File: config.mk
export PLATFORM = sky130hd
export DESIGN_NAME = seq_mult_ctrl_flat
export DESIGN_NICKNAME = d
export VERILOG_FILES = /design/src/rtl/seq_mult_if.sv /design/src/rtl/seq_mult_ctrl.sv /design/src/flat_wrapper.sv
export SDC_FILE = /design/constraint.sdc
export NUM_CORES = 1
export LEC_CHECK = 0
export ABC_AREA = 1
export CAP_MARGIN = 0
export CORE_MARGIN = 5
export CORE_UTILIZATION = 57
export DETAILED_ROUTE_END_ITERATION = 16
export GPL_TIMING_DRIVEN = 1
export PLACE_DENSITY = 0.81
export SYNTH_ARGS = -nofsm -noshare
export SYNTH_HDL_FRONTEND = slang
export SYNTH_SLANG_ARGS = --single-unit
File: constraint.sdc
create_clock -name clk -period 3.41 [get_ports clk]
set_clock_uncertainty 0.15 [all_clocks]
set_input_delay 0.682 -clock clk [delete_from_list [all_inputs] [get_ports clk]]
set_output_delay 0.682 -clock clk [all_outputs]
set_load 0.005 [all_outputs]
File: src/rtl/seq_mult_if.sv
// Start/busy/done handshake and operand/result bus of the sequential multiplier.
// Contract: the master raises start with a and b valid. The request is taken on
// the first rising edge where the slave is idle (busy=0). When the operation
// finishes, the slave pulses done for one cycle and product is valid.
interface seq_mult_if #(
    parameter int WIDTH = 8
);
    logic               start;
    logic [WIDTH-1:0]   a;
    logic [WIDTH-1:0]   b;
    logic               busy;
    logic               done;
    logic [2*WIDTH-1:0] product;

    modport master (
        output start, a, b,
        input  busy, done, product
    );

    modport slave (
        input  start, a, b,
        output busy, done, product
    );
endinterface

File: src/rtl/seq_mult_ctrl.sv
// Sequential WIDTH x WIDTH unsigned multiplier built around one 2x2-bit cell.
// The block visits every digit pair (i outer, j inner) once and adds each
// shifted partial product into a 2*WIDTH-bit accumulator. The last step writes
// product and pulses done, so completion takes N*N cycles with N = WIDTH/2.
module seq_mult_ctrl #(
    parameter int WIDTH = 8
) (
    input  logic         clk,
    input  logic         rst_n,
    seq_mult_if.slave    bus,
    output logic         dbg_state   // 1 while in RUN
);
    localparam int N  = WIDTH / 2;
    localparam int PW = 2 * WIDTH;
    localparam int CW = (N > 1) ? $clog2(N) : 1;
    localparam logic [CW-1:0] LAST = CW'(N - 1);

    typedef enum logic {IDLE = 1'b0, RUN = 1'b1} state_t;

    state_t          state;
    state_t          state_next;
    logic [WIDTH-1:0] a_r;
    logic [WIDTH-1:0] b_r;
    logic [PW-1:0]   acc;
    logic [CW-1:0]   i;
    logic [CW-1:0]   j;
    logic            done_r;
    logic [PW-1:0]   product_r;

    logic            last_step;
    logic [1:0]      a_dig;
    logic [1:0]      b_dig;
    logic [3:0]      cell_y;
    logic [CW:0]     digit_sum;
    logic [CW+1:0]   shamt;
    logic [PW-1:0]   acc_next;

    assign last_step = (i == LAST) && (j == LAST);

    // Digit mux, 2x2 cell, shift and add: the partial-product datapath.
    always_comb begin
        a_dig     = 2'(a_r >> {i, 1'b0});
        b_dig     = 2'(b_r >> {j, 1'b0});
        cell_y    = {2'b00, a_dig} * {2'b00, b_dig};
        digit_sum = {1'b0, i} + {1'b0, j};
        shamt     = {digit_sum, 1'b0};
        acc_next  = acc + (PW'(cell_y) << shamt);
    end

    // State register.
    always_ff @(posedge clk or negedge rst_n) begin
        if (!rst_n) begin
            state <= IDLE;
        end else begin
            state <= state_next;
        end
    end

    // Next-state: start only matters in IDLE; RUN ends on the last digit pair.
    always_comb begin
        state_next = state;
        case (state)
            IDLE:    if (bus.start) state_next = RUN;
            RUN:     if (last_step) state_next = IDLE;
            default: state_next = IDLE;
        endcase
    end

    // State-decoded outputs; busy follows the registered state only.
    always_comb begin
        bus.busy  = (state == RUN);
        dbg_state = (state == RUN);
    end

    // Operand capture, digit counters, accumulator, result and done pulse.
    always_ff @(posedge clk or negedge rst_n) begin
        if (!rst_n) begin
            a_r       <= '0;
            b_r       <= '0;
            acc       <= '0;
            i         <= '0;
            j         <= '0;
            done_r    <= 1'b0;
            product_r <= '0;
        end else begin
            done_r <= 1'b0;
            case (state)
                IDLE: begin
                    if (bus.start) begin
                        a_r <= bus.a;
                        b_r <= bus.b;
                        acc <= '0;
                        i   <= '0;
                        j   <= '0;
                    end
                end
                RUN: begin
                    acc <= acc_next;
                    if (last_step) begin
                        product_r <= acc_next;
                        done_r    <= 1'b1;
                    end else if (j == LAST) begin
                        j <= '0;
                        i <= i + 1'b1;
                    end else begin
                        j <= j + 1'b1;
                    end
                end
                default: ;
            endcase
        end
    end

    assign bus.done    = done_r;
    assign bus.product = product_r;
endmodule

File: src/flat_wrapper.sv
// flat-port wrapper written by rule: the top's interface ports become plain ports
module seq_mult_ctrl_flat 
#(
    parameter int WIDTH = 8
)
  (clk, rst_n, dbg_state, bus_start, bus_a, bus_b, bus_busy, bus_done, bus_product);
  seq_mult_if #(.WIDTH(WIDTH)) bus_i ();
  input  logic clk;
  input  logic rst_n;
  output logic dbg_state;
  input wire logic [$bits(bus_i.start)-1:0] bus_start;
  input wire logic [$bits(bus_i.a)-1:0] bus_a;
  input wire logic [$bits(bus_i.b)-1:0] bus_b;
  output wire logic [$bits(bus_i.busy)-1:0] bus_busy;
  output wire logic [$bits(bus_i.done)-1:0] bus_done;
  output wire logic [$bits(bus_i.product)-1:0] bus_product;
  assign bus_i.start = bus_start;
  assign bus_i.a = bus_a;
  assign bus_i.b = bus_b;
  assign bus_busy = bus_i.busy;
  assign bus_done = bus_i.done;
  assign bus_product = bus_i.product;
  seq_mult_ctrl #(.WIDTH(WIDTH)) u_core (.clk(clk), .rst_n(rst_n), .bus(bus_i), .dbg_state(dbg_state));
endmodule
Yosys cells after proc, flatten, opt, wreduce, memory -nomap -nowiden
Index checks and enable logic that the tools add are counted.
{"block": "op_classes", "add_sub_neg": 4, "n_mul": 1, "n_div": 0, "magnitude_cmp": 0, "n_eq_ne": 5, "n_shift": 3, "mux": 14, "n_bitwise": 1, "n_reduce_logical": 5}
{"op": "$pmux W16 S2", "count": 1}
{"op": "$add A16 B16 Y16", "count": 1}
{"op": "$mux W16", "count": 1}
{"op": "$shl A4 B4 Y16", "count": 1}
{"op": "$shr A8 B3 Y2", "count": 2}
{"op": "$mux W2", "count": 5}
{"op": "$pmux W2 S2", "count": 2}
{"op": "$ne A2 B2 Y1 const B", "count": 3}
{"op": "$reduce_and A2 Y1", "count": 3}
{"op": "$add A2 B1 Y2 const B", "count": 2}
{"op": "$eq A2 B2 Y1 const B", "count": 2}
{"op": "$mul A2 B2 Y4", "count": 1}
{"op": "$mux W1", "count": 4}
{"op": "$add A2 B2 Y3", "count": 1}
{"op": "$reduce_and A3 Y1", "count": 1}
{"op": "$pmux W1 S2", "count": 1}
{"op": "$logic_and A1 B1 Y1", "count": 1}
{"op": "$not A1 Y1", "count": 1}
{"block": "word_totals", "register_bits": 54, "latchBits": 0, "ram_bits": 0, "romBits": 0, "in_bits": 19, "out_inout_bits": 19, "word_cells": 41, "mem_count": 0}

Depth between registers and ports, before layout
{"block": "depth", "ltp_word": 5, "mapped_depth": 21, "ltp_nobuf": 21}

Worst setup path before layout
Ideal clock, no wire load.
{"block": "synth_path", "kind": "register to register", "start": "register u_core.i[0]", "end": "register u_core.acc[12]", "setup_time_ns": 0.117, "arrival_ns": 2.792, "required_time_ns": 3.143, "slack_ns": 0.350, "path_stages_with_launch": 18, "n_path_buf": 1, "period_less_slack_ns": 3.060, "cell_sequence": "dfrtp_1 ha_1 inv_1 fa_1 clkbuf_2 inv_1 nor4_1 ha_1 inv_1 fa_1 inv_1 nand3_1 nand3_1 nand3_1 nand3_1 nand2_1 nand3_1 nand2_1"}
{"block": "synth_via", "elab_chain_cells": 5, "elab_cells_between_ends": 6, "cone_classes": "add/sub: 2; mul: 1; shift: 2; mux: 1"}
{"item": "from (decl)", "line": "seq_mult_ctrl.sv:25", "source": "logic [CW-1:0] i;"}
{"item": "from (signal assigned)", "line": "seq_mult_ctrl.sv:104", "source": "i <= i + 1'b1;"}
{"item": "$shr A8 B3 Y2", "line": "seq_mult_ctrl.sv:42", "source": "a_dig = 2'(a_r >> {i, 1'b0});"}
{"item": "$mul A2 B2 Y4", "line": "seq_mult_ctrl.sv:44", "source": "cell_y = {2'b00, a_dig} * {2'b00, b_dig};"}
{"item": "$shl A4 B4 Y16 (*)", "line": "seq_mult_ctrl.sv:47", "source": "acc_next = acc + (PW'(cell_y) << shamt);"}
{"item": "$add A16 B16 Y16 (*)", "line": "seq_mult_ctrl.sv:47"}
{"item": "$pmux W16 S2 (*)", "line": "seq_mult_ctrl.sv:87", "source": "case (state)"}
{"item": "to (signal assigned)", "line": "seq_mult_ctrl.sv:98", "source": "acc <= acc_next;"}
{"item": "to (decl)", "line": "seq_mult_ctrl.sv:24", "source": "logic [PW-1:0] acc;"}
Every way passes the cells marked *; elsewhere a longest branch is shown, timed or not.
A chain may end at the register's enable or synchronous reset.

Final worst setup path
{"block": "layout_path", "start": "register u_core.j[0]", "end": "register u_core.acc[12]"}
{"block": "layout_via", "elab_chain_cells": 5, "elab_cells_between_ends": 6, "cone_classes": "add/sub: 2; mul: 1; shift: 2; mux: 1"}
{"item": "from (decl)", "line": "seq_mult_ctrl.sv:26", "source": "logic [CW-1:0] j;"}
{"item": "from (signal assigned)", "line": "seq_mult_ctrl.sv:106", "source": "j <= j + 1'b1;"}
{"item": "$shr A8 B3 Y2", "line": "seq_mult_ctrl.sv:43", "source": "b_dig = 2'(b_r >> {j, 1'b0});"}
{"item": "$mul A2 B2 Y4", "line": "seq_mult_ctrl.sv:44"}
{"item": "$shl A4 B4 Y16 (*)", "line": "seq_mult_ctrl.sv:47"}
{"item": "$add A16 B16 Y16 (*)", "line": "seq_mult_ctrl.sv:47"}
{"item": "$pmux W16 S2 (*)", "line": "seq_mult_ctrl.sv:87"}
Marked as above.

==> results.txt <==
Of all cell types, the one taking the most synthesized area is sky130_fd_sc_hd__dfrtp_1. Setup repair after global routing could not meet its margin everywhere. The period utilization is 0.937.

The number of buffers added on ports is 37. Buffers inserted to repair hold after CTS numbered 0. Of the total power, the share spent switching nets is 0.475. The clock transition at the register clock pins on the worst setup and hold paths after CTS came out at 0.10 ns. The final worst hold slack came out at 0.186 ns. The clock drives 54 sinks.

For this run, the number of Yosys warnings is 0. The initial cell density of the core is 0.584. The number of max-cap violations is 0. The cell depth of the worst flop-to-flop path is 16. The average footprint of a synthesized cell came out at about 7.7 µm². The worst register-to-register path ends at u_core.acc[12]. The total I/O pin count came out at 38. The area added between synthesis and finish came out at 17.3%.

For the worst-skew pair, the clock arrives at the later sink with an insertion delay of 0.32 ns. The wire length of the first global-routing pass is 14400 µm. The placer congestion estimate came out at 0.996. After global routing the overflow that remains totals 0. The via count of the first global-routing pass is 3085. After synthesis the cells add up to approximately 0.0034 mm². The power per unit of standard cell area is 1100 mW/mm². The worst-case IR drop observed on VDD is 0.000529 V. The site row count came out at 28. Data on the critical path arrives at its endpoint at 3.26 ns. The worst setup path is launched from a flip-flop. The share of flip-flops with an asynchronous set or reset came out at 1.00.

The total internal power is ~0.0023 W. For the worst setup path, the data required time is 3.47 ns. Setup violations remaining at the end of the flow were counted as 0. The HPWL after detailed placement is 6300 µm.

Of the total power, the clock network draws 0.102. After synthesis, the netlist uses 35 different library cells. STA classifies the critical path endpoint as a flip-flop. The hold violation total from the final report was 0. The maximum number of pins on one net before global-route repair is 31. In the routed design, unresolved DRC markers number 0. The first TritonRoute pass finished after 7 iterations.

The net total in the final layout is ~530. In this run, synthesis inferred 0 flip-flops with an integrated enable. Subtracting the final worst setup slack from the clock period gives 3.20 ns.

The tree is rooted in a sky130_fd_sc_hd__clkbuf_8. The register area share after synthesis came out at 0.393. For this block, the initial DRC count from the detailed router was 272. Static timing analysis puts the maximum clock frequency at 0.313 GHz. In this run the static leakage power is 2.15 nW. CTS built an H-tree with a depth of 2.

The final setup TNS is 0 ns. The cell count after synthesis came out at 448. The die covers around 0.0077 mm². Measured along the x axis, the die boundary spans 87.6 µm.

The most common flop cell mapped by yosys is sky130_fd_sc_hd__dfrtp_1. The die height is 87.6 µm. In the final routed layout, each cell accounts on average for 14.4 µm. The run finished with clean final reports. The all-layer global routing usage is 0.238. The critical path in this run is classified as flip-flop to flip-flop. The final layout contains routed wiring with a total length of 8080 µm.

The routed layout has between 3000 and 4000 vias. Yosys attributes the largest share of cell area to sky130_fd_sc_hd__dfrtp_1, sky130_fd_sc_hd__nand2_1, sky130_fd_sc_hd__ha_1, sky130_fd_sc_hd__nand3_1, sky130_fd_sc_hd__inv_1. The post-synth net total is 490.

The worst-case register-to-register setup slack is 0.21 ns. The core outline area came out at 0.00589 mm². The maximum buffer depth of the clock tree is 2. The detail-routed via count per cell is 5.36. The share of total power in combinational logic came out at 0.629.

The number of antenna violations at the first check in global routing came to 0. The max-slew violation total from the final report came out at 0. Of all nets on the critical path, the largest fanout is 7. TritonCTS built the clock tree.

The synthesized design contains 54 register bits. The worst slew margin relative to its limit came out at 0.625. The filler cells instantiated in the layout total 497.

The number of diodes is 0. The transition time of the tightest slew-check pin came out at 0.562 ns. The top cell type's share of synthesized area is 0.393. The detail route stage leaves a number of antenna-violating nets equal to 0. The part of the power in registers is 0.269. In the final layout, the share of cells above drive strength 1 is 0.117.

The startpoint identified for the worst register-to-register timing path is u_core.j[0]. The number of CTS-inserted buffers is 5. The tightest min-delay check is of the input pin to asynchronous set/reset pin type. In this run the power spent charging and discharging nets is 0.00210 W.
==> cell families after synthesis <==
group / count (synthesis) / share of synthesized area
compound gates: 32 / 0.0506
xor+xnor: 3 / 0.00765
simple gates: 252 / 0.314
fa+ha+maj: 23 / 0.0881
mux: 16 / 0.0634
flops: 54 / 0.393
buf+inv: 68 / 0.0827
==> routing by layer <==
| layer | global-route usage | vias to the layer above | wire length (µm) | share of wire |
|---|---|---|---|---|
| met5 | 0 | - | 0 | 0 |
| met4 | 0.0711 | 0 | 154 | 0.019 |
| met3 | 0.0395 | 18 | 572 | 0.071 |
| li1 | - | 1508 | - | - |
| met2 | 0.390 | 102 | 3810 | 0.47 |
| met1 | 0.325 | 1390 | 3550 | 0.44 |
==> layout make-up <==
| class | count | area, µm² | share of cell area |
|---|---|---|---|
| inverter | 58 | 220 | 0.0547 |
| clock buffer | 5 | 68.8 | 0.0171 |
| clock inverter | 3 | 48.8 | 0.0121 |
| sequential | 54 | 1350 | 0.336 |
| multi-input combinational | 326 | 1840 | 0.457 |
| timing repair buffer | 42 | 403 | 0.100 |
| tap | 75 | 93.8 | 0.0233 |
==> state kept, by name (all words and copies together), names as in the netlist <==
name,cells
u_core.acc,16
u_core.bus.done,1
u_core.bus.product,16
u_core.b_r,8
u_core.j,2
u_core.a_r,8
u_core.i,2
u_core.bus.busy,1
==> cells in the final DEF, fill, tap and decap left out, types with 5 or more instances in the layout <==
| master | synthesis | final |
|---|---|---|
| sky130_fd_sc_hd__a21oi_1 | 11 | 10 |
| sky130_fd_sc_hd__buf_4 | 3 | 5 |
| sky130_fd_sc_hd__clkbuf_8 | 0 | 5 |
| sky130_fd_sc_hd__clkdlybuf4s50_1 | 0 | 36 |
| sky130_fd_sc_hd__dfrtp_1 | 54 | 52 |
| sky130_fd_sc_hd__ha_1 | 21 | 21 |
| sky130_fd_sc_hd__inv_1 | 49 | 49 |
| sky130_fd_sc_hd__inv_2 | 7 | 7 |
| sky130_fd_sc_hd__mux2_2 | 6 | 6 |
| sky130_fd_sc_hd__mux2_4 | 10 | 10 |
| sky130_fd_sc_hd__nand2_1 | 159 | 158 |
| sky130_fd_sc_hd__nand3_1 | 41 | 40 |
| sky130_fd_sc_hd__nor2_1 | 32 | 32 |
| sky130_fd_sc_hd__o21ai_0 | 11 | 11 |
==> worst max-delay path by stage <==
stage / cells past startpoint / to / slack, ns / startpoint
3_5_place_dp: 16 / u_core.acc[12] / 0.16 / u_core.j[0]
5_1_grt: 16 / u_core.acc[12] / -0.05 / u_core.j[0]
4_1_cts: 16 / u_core.acc[12] / 0.12 / u_core.j[0]
2_1_floorplan: 17 / u_core.acc[12] / 0.35 / u_core.i[0]
6_report: 16 / u_core.acc[12] / 0.21 / u_core.j[0]
3_3_place_gp: 16 / u_core.acc[12] / 0.20 / u_core.i[0]
==> power by group through the flow <==
stage / clock (W) / combinational, W / sequential, W
final: 0.000451 / 0.00279 / 0.00119
after global routing: 0.000486 / 0.00316 / 0.00124
after CTS: 0.000459 / 0.00269 / 0.00119
after detailed placement: 0 / 0.00267 / 0.00120
after global placement: 0 / 0.00259 / 0.00118
after floorplan: 0 / 0.00198 / 0.00113
==> worst max-delay path, stage by stage (launching register included) <==
cell                      delay, ns
sky130_fd_sc_hd__dfrtp_2       0.45
sky130_fd_sc_hd__ha_1          0.17
sky130_fd_sc_hd__inv_1         0.06
sky130_fd_sc_hd__fa_2          0.53
sky130_fd_sc_hd__inv_1         0.10
sky130_fd_sc_hd__nor4_2        0.27
sky130_fd_sc_hd__ha_1          0.20
sky130_fd_sc_hd__inv_1         0.05
sky130_fd_sc_hd__fa_1          0.40
sky130_fd_sc_hd__inv_1         0.10
sky130_fd_sc_hd__nand3_1       0.08
sky130_fd_sc_hd__nand3_2       0.11
sky130_fd_sc_hd__nand3_1       0.10
sky130_fd_sc_hd__nand3_1       0.08
sky130_fd_sc_hd__nand2_1       0.06
sky130_fd_sc_hd__nand3_1       0.10
sky130_fd_sc_hd__nand2_1       0.06
==> synth_stat cells, types with 6 or more instances <==
cell	number
sky130_fd_sc_hd__a21oi_1	11
sky130_fd_sc_hd__dfrtp_1	54
sky130_fd_sc_hd__ha_1	21
sky130_fd_sc_hd__inv_1	49
sky130_fd_sc_hd__inv_2	7
sky130_fd_sc_hd__mux2_2	6
sky130_fd_sc_hd__mux2_4	10
sky130_fd_sc_hd__nand2_1	159
sky130_fd_sc_hd__nand3_1	41
sky130_fd_sc_hd__nor2_1	32
sky130_fd_sc_hd__o21ai_0	11
==> per-stage QoR <==
stage               cells   util  instance area, µm²  power [W]  setup slack, ns
global route          563  0.685                4030    0.00489          -0.0525
global placement      555  0.657                3870    0.00378            0.201
CTS                   563  0.677                3990    0.00434            0.117
detailed placement    555  0.657                3870    0.00387            0.160
finish                563  0.685                4030    0.00443            0.215
floorplan             448      -                3440    0.00310            0.350
==> timing repair <==
item	CTS	global route
endpoints found under the setup margin	0	18
setup buffers	0	0
resized for setup	0	11
(Power assumes the default switching activity.)
==> edit 1: new RTL, same flow settings <==
`WIDTH` is set to 8 in 3 places; all go to 4.
--- a/src/rtl/seq_mult_if.sv
+++ b/src/rtl/seq_mult_if.sv
@@ -4,5 +4,5 @@
 // finishes, the slave pulses done for one cycle and product is valid.
 interface seq_mult_if #(
-    parameter int WIDTH = 8
+    parameter int WIDTH = 4
 );
     logic               start;
--- a/src/rtl/seq_mult_ctrl.sv
+++ b/src/rtl/seq_mult_ctrl.sv
@@ -4,5 +4,5 @@
 // product and pulses done, so completion takes N*N cycles with N = WIDTH/2.
 module seq_mult_ctrl #(
-    parameter int WIDTH = 8
+    parameter int WIDTH = 4
 ) (
     input  logic         clk,
--- a/src/flat_wrapper.sv
+++ b/src/flat_wrapper.sv
@@ -2,5 +2,5 @@
 module seq_mult_ctrl_flat 
 #(
-    parameter int WIDTH = 8
+    parameter int WIDTH = 4
 )
   (clk, rst_n, dbg_state, bus_start, bus_a, bus_b, bus_busy, bus_done, bus_product);
Interface: changed (resized bus_a, bus_b and bus_product); port bits go from 38 to 22. The function was not compared with the original's and may differ.
==> edit 1 against the original RTL <==
Clock power shrank 69%. Combinational power down 56%. Sequential share of layout area rose by 4.3 points. Critical path depth down 2. Design area shrank 54%. Total power shrank 55%. Synthesized cell count fell by 57%. Sequential cell count decreased by 26. Worst setup slack improved by 0.23 ns. Global-route usage down 5.5 points. Area after synthesis down 53%. Routed wire length shrank 60%. Via count decreased by 57%. Largest power group unchanged. Highest routed layer unchanged.
==> edit 1: results (changes against the original RTL) <==
| Metric | Value |
|---|---|
| Status | `complete, no violations` |
| Post-synthesis cell type count | `24 (-31%)` |
| Top cells by count, synth | `nand2_1, dfrtp_1, inv_1, nand3_1, o21ai_0` |
| Worst Path Arrival | `3.06 ns (-0.20 ns)` |
| Share of post-route cells with drive strength above 1 | `10.38% (-1.3 points)` |
| Post-synthesis sequential area ratio | `43.55% (+4.2 points)` |
| Placed insts | `240 (-57%)` |
| Peak fanout along the critical path | `4 (-3)` |
| Detail Placement HPWL | `2.515 mm (-60%)` |
| Cell count after synthesis | `191 (-57%)` |
| Routability cong. | `0.8293 (-17%)` |
| Largest vdd supply drop | `0.0006785 V (+28%)` |
| FF-to-FF End | `u_core.bus.product[6]` |
| H-tree lvl count | `1 (-1)` |
| IO buf count | `21 (-43%)` |
| Vias | `1306 (-57%)` |
| Post-Syn Nets | `213 (-57%)` |
| Initial Utilization | `58.86% (+0.48 points)` |
| CTS Root Cell | `clkbuf_4` |
| Reg-to-reg startpoint | `u_core.j` |
| Reg2Reg Depth | `14 (-2)` |
| Largest net degree at the start of global routing | `29 (-6.5%)` |
| Top post-synthesis cells by area | `dfrtp_1, nand2_1, ha_1` |
| CTS buffer count | `3 (-2)` |
| Fill cell count | `229 (-54%)` |
| WL final | `3.263 mm (-60%)` |
| Later-pin clock latency in the skew report | `0.33 ns` |
| Initial DRC count | `74 (-73%)` |
| Hold Path Class | `flip-flop to flip-flop` |
| Worst slew margin | `66.32% (+3.8 points)` |
| LEAKAGE | `0.0009556 uW (-56%)` |
| Vias in the first global route | `1459 (-53%)` |
edit 1: cells by family after synthesis:
family / after synthesis / share of synthesized area, %
AO/OA/AOI/OAI: 22 / 7.232
buffers and inverters: 28 / 7.931
adder cells (fa/ha/maj): 11 / 9.020
multiplexers: 10 / 6.843
flip-flops: 28 / 43.55
XOR/XNOR: 2 / 1.089
AND/OR/NAND/NOR: 90 / 24.34
edit 1: worst max path at each step:
stage	startpoint	end	slack, ns	cells past startpoint
floorplan	u_core.j	u_core.acc[7]	0.76	14
global placement	u_core.j	u_core.bus.product[7]	0.62	14
detailed placement	u_core.j	u_core.bus.product[7]	0.47	14
CTS	u_core.j	u_core.bus.product[7]	0.46	14
global route	u_core.j	u_core.bus.product[7]	0.22	14
finish	u_core.j	u_core.bus.product[6]	0.44	14
edit 1: layout make-up:
type	count	area share [%]
multi-input cells	135	42.19
inverters	24	4.868
clock buffers	3	1.217
well taps	31	2.096
repair buffers	22	11.76
flip-flops and latches	28	37.86
edit 1: layer usage:
metal  track usage [%]  part of all wire (%)  up-vias
met2             33.08                    53       37
met4             10.08                   2.1        0
met1             19.66                    40      610
met5                 0                     0        -
li1                  -                     -      652
met3             3.552                   5.0        7
edit 1: worst max-delay path: stages (launching register included):
cell,delay [ns]
dfrtp_1,0.45
or2_2,0.28
o21ai_0,0.14
nor2_1,0.09
ha_1,0.19
ha_1,0.29
o21ai_0,0.23
nor2_1,0.07
ha_1,0.34
nand2_1,0.09
nand3_1,0.11
nand3b_1,0.15
nand3b_1,0.12
nand3_1,0.12
nand2_1,0.05
edit 1: metrics by stage:
stage               instance area [um^2]  setup slack, ns  power [uW]  hold WS, ns
floorplan                           1609           0.7638        1514       0.2364
global placement                    1828           0.6200        1757       0.3129
detailed placement                  1828           0.4712        1835       0.3206
CTS                                 1851           0.4650        1976       0.3571
global route                        1851           0.2220        2191       0.3754
finish                              1851           0.4426        1972       0.3532
edit 1: power by group:
part	total [uW]	switching [uW]	internal [uW]
clock	140	98.4	41.5
combinational	1220	703	522
sequential	607	114	494
total	1970	915	1060
==> edit 2: new RTL, same settings <==
Made on the original files. Put a register stage on the output `dbg_state`, with the module's reset. The value now appears one clock later. The other outputs are not delayed to match.
--- a/src/rtl/seq_mult_ctrl.sv
+++ b/src/rtl/seq_mult_ctrl.sv
@@ -17,4 +17,6 @@
 
     typedef enum logic {IDLE = 1'b0, RUN = 1'b1} state_t;
+
+    logic dbg_state_d;
 
     state_t          state;
@@ -70,5 +72,5 @@
     always_comb begin
         bus.busy  = (state == RUN);
-        dbg_state = (state == RUN);
+        dbg_state_d = (state == RUN);
     end
 
@@ -114,4 +116,12 @@
     assign bus.done    = done_r;
     assign bus.product = product_r;
+    always_ff @(posedge clk or negedge rst_n) begin
+        if (!rst_n) begin
+            dbg_state <= '0;
+        end else begin
+            dbg_state <= dbg_state_d;
+        end
+    end
+
 endmodule
 
Function: changed (a bounded check fails within 4 cycles, from zero or initial values and one cycle with rst_n low).
==> edit 2 against the original RTL <==
Worst setup slack improved by 0.0054 ns. Area after synthesis rose by 0.51%. Non-clock buffer count rose by 1. Final cell count rose by 0.18%. Sequential cell count rose by 1. Design area barely moved. First-iteration DRC count fell by 29%. Routed wire length fell by 2.0%. Die area rose by 0.45%. Total power fell by 1.6%.
==> edit 2: results (changes against the original RTL) <==
| Metric | Value |
|---|---|
| Status | `complete, no violations` |
| Initial DRC count | `193 (-29%)` |
| Largest net degree at the start of global routing | `32 (+3.2%)` |
| Max stage delay on crit path | `0.39 ns (-0.14 ns)` |
| Routability cong. | `0.9475 (-4.9%)` |
| CLK BUF | `6 (+1)` |
| Global-route wire length before repair | `13.54 mm (-5.9%)` |
| Prevailing post-synth register cell | `dfrtp_1` |
| Clk buf depth | `2 (unchanged)` |
| Fill cell count | `496 (-0.20%)` |
| Detail Placement HPWL | `6.254 mm (-0.70%)` |
| Worst slew pin tran | `0.5439 ns (-0.01811 ns)` |
| Setup crit start | `u_core.j[1]` |
| Data buffer area share | `10.19% (+0.19 points)` |
| Vias | `2956 (-2.1%)` |
| Top post-synthesis cells by area | `dfrtp_1, nand2_1, ha_1` |
| Slowest CP cell | `dfrtp_1` |
| All-Layer GR Usage | `22.54% (-1.2 points)` |
| FF/Latch Area | `1379 um^2 (+1.8%)` |
| CTS buffer count | `5 (unchanged)` |
| Detailed Routing Iterations Pass 1 | `4 (-3)` |
| Multi-input logic portion of the cell area | `45.23% (-0.45 points)` |
| Worst Path Arrival | `3.24 ns (-0.02 ns)` |
| Final net count | `531 (+0.38%)` |
| Worst-path clk slew | `roughly 0.11 ns` |
| Syn. warnings | `0 (unchanged)` |
| FF+latch count | `55 (+1.9%)` |
| Reg2Reg Depth | `19 (+3)` |
| WL final | `7.924 mm (-2.0%)` |
| Peak fanout along the critical path | `5 (-2)` |
| CTS Root Cell | `clkbuf_8` |
| FF-to-FF End | `u_core.bus.product[15]` |
| Share of post-route cells with drive strength above 1 | `10.22% (-1.5 points)` |
| CP top delay family | `simple AND/OR/NAND/NOR gates` |
| Post-synthesis sequential area ratio | `39.86% (+0.53 points)` |
| Layout clock area frac | `2.547% (-0.37 points)` |
| R2R Setup Slk | `around 0.22 ns` |
| Largest vdd supply drop | `0.0004810 V (-9.2%)` |
| Count of non-CTS buffers in the layout | `43 (+2.4%)` |
| LEAKAGE | `0.002146 uW (-0.25%)` |
| Vias in the first global route | `2915 (-5.5%)` |
| Top cells by count, synth | `nand2_1, dfrtp_1, inv_1, nand3_1, nor2_1` |
==> edit 2: cell families (layout without fill, tap and decap cells) <==
kind of cell | after synthesis | count (layout) | synth area share (%)
buf+inv | 67 | 108 | 8.007
mux | 16 | 16 | 6.304
fa+ha+maj | 23 | 23 | 8.768
xor+xnor | 3 | 3 | 0.7610
flops | 55 | 55 | 39.86
compound gates | 32 | 32 | 5.036
simple gates | 252 | 252 | 31.27
==> edit 2: stage by stage <==
step                      worst slack, ns  cells  hold WS (ns)  util [%]  cell area (um^2)
final                              0.2201    564        0.1911     68.03              4028
after detailed placement           0.1516    557        0.3166     65.89              3901
after CTS                          0.1407    564        0.2121     67.62              4004
after floorplan                    0.3504    448        0.2364         -              3453
after global routing              0.01428    564        0.2471     68.03              4028
after global placement             0.2623    557        0.3133     65.89              3901
==> edit 2: routing by layer <==
| metal | track usage (%) | wire, um | vias up |
|---|---|---|---|
| met5 | 0 | 0 | - |
| met4 | 6.555 | 72 | 0 |
| met3 | 3.575 | 388 | 8 |
| met2 | 36.58 | 3767 | 65 |
| met1 | 31.25 | 3696 | 1378 |
| li1 | - | - | 1505 |
==> edit 2: how the worst min path moves through the flow <==
| stage | from | endpoint | slack (ns) |
|---|---|---|---|
| 2_1_floorplan | rst_n | u_core.a_r[0] | 0.24 |
| 3_3_place_gp | u_core.bus.product[10] | u_core.bus.product[10] | 0.31 |
| 3_5_place_dp | u_core.bus.product[11] | u_core.bus.product[11] | 0.32 |
| 4_1_cts | rst_n | u_core.acc[15] | 0.21 |
| 5_1_grt | rst_n | u_core.b_r[7] | 0.25 |
| 6_report | rst_n | u_core.acc[15] | 0.19 |
==> edit 2: power by group <==
group	switching [uW]	internal, uW	total, uW
clock network	213	216	429
registers	227	977	1200
logic	1580	1140	2730
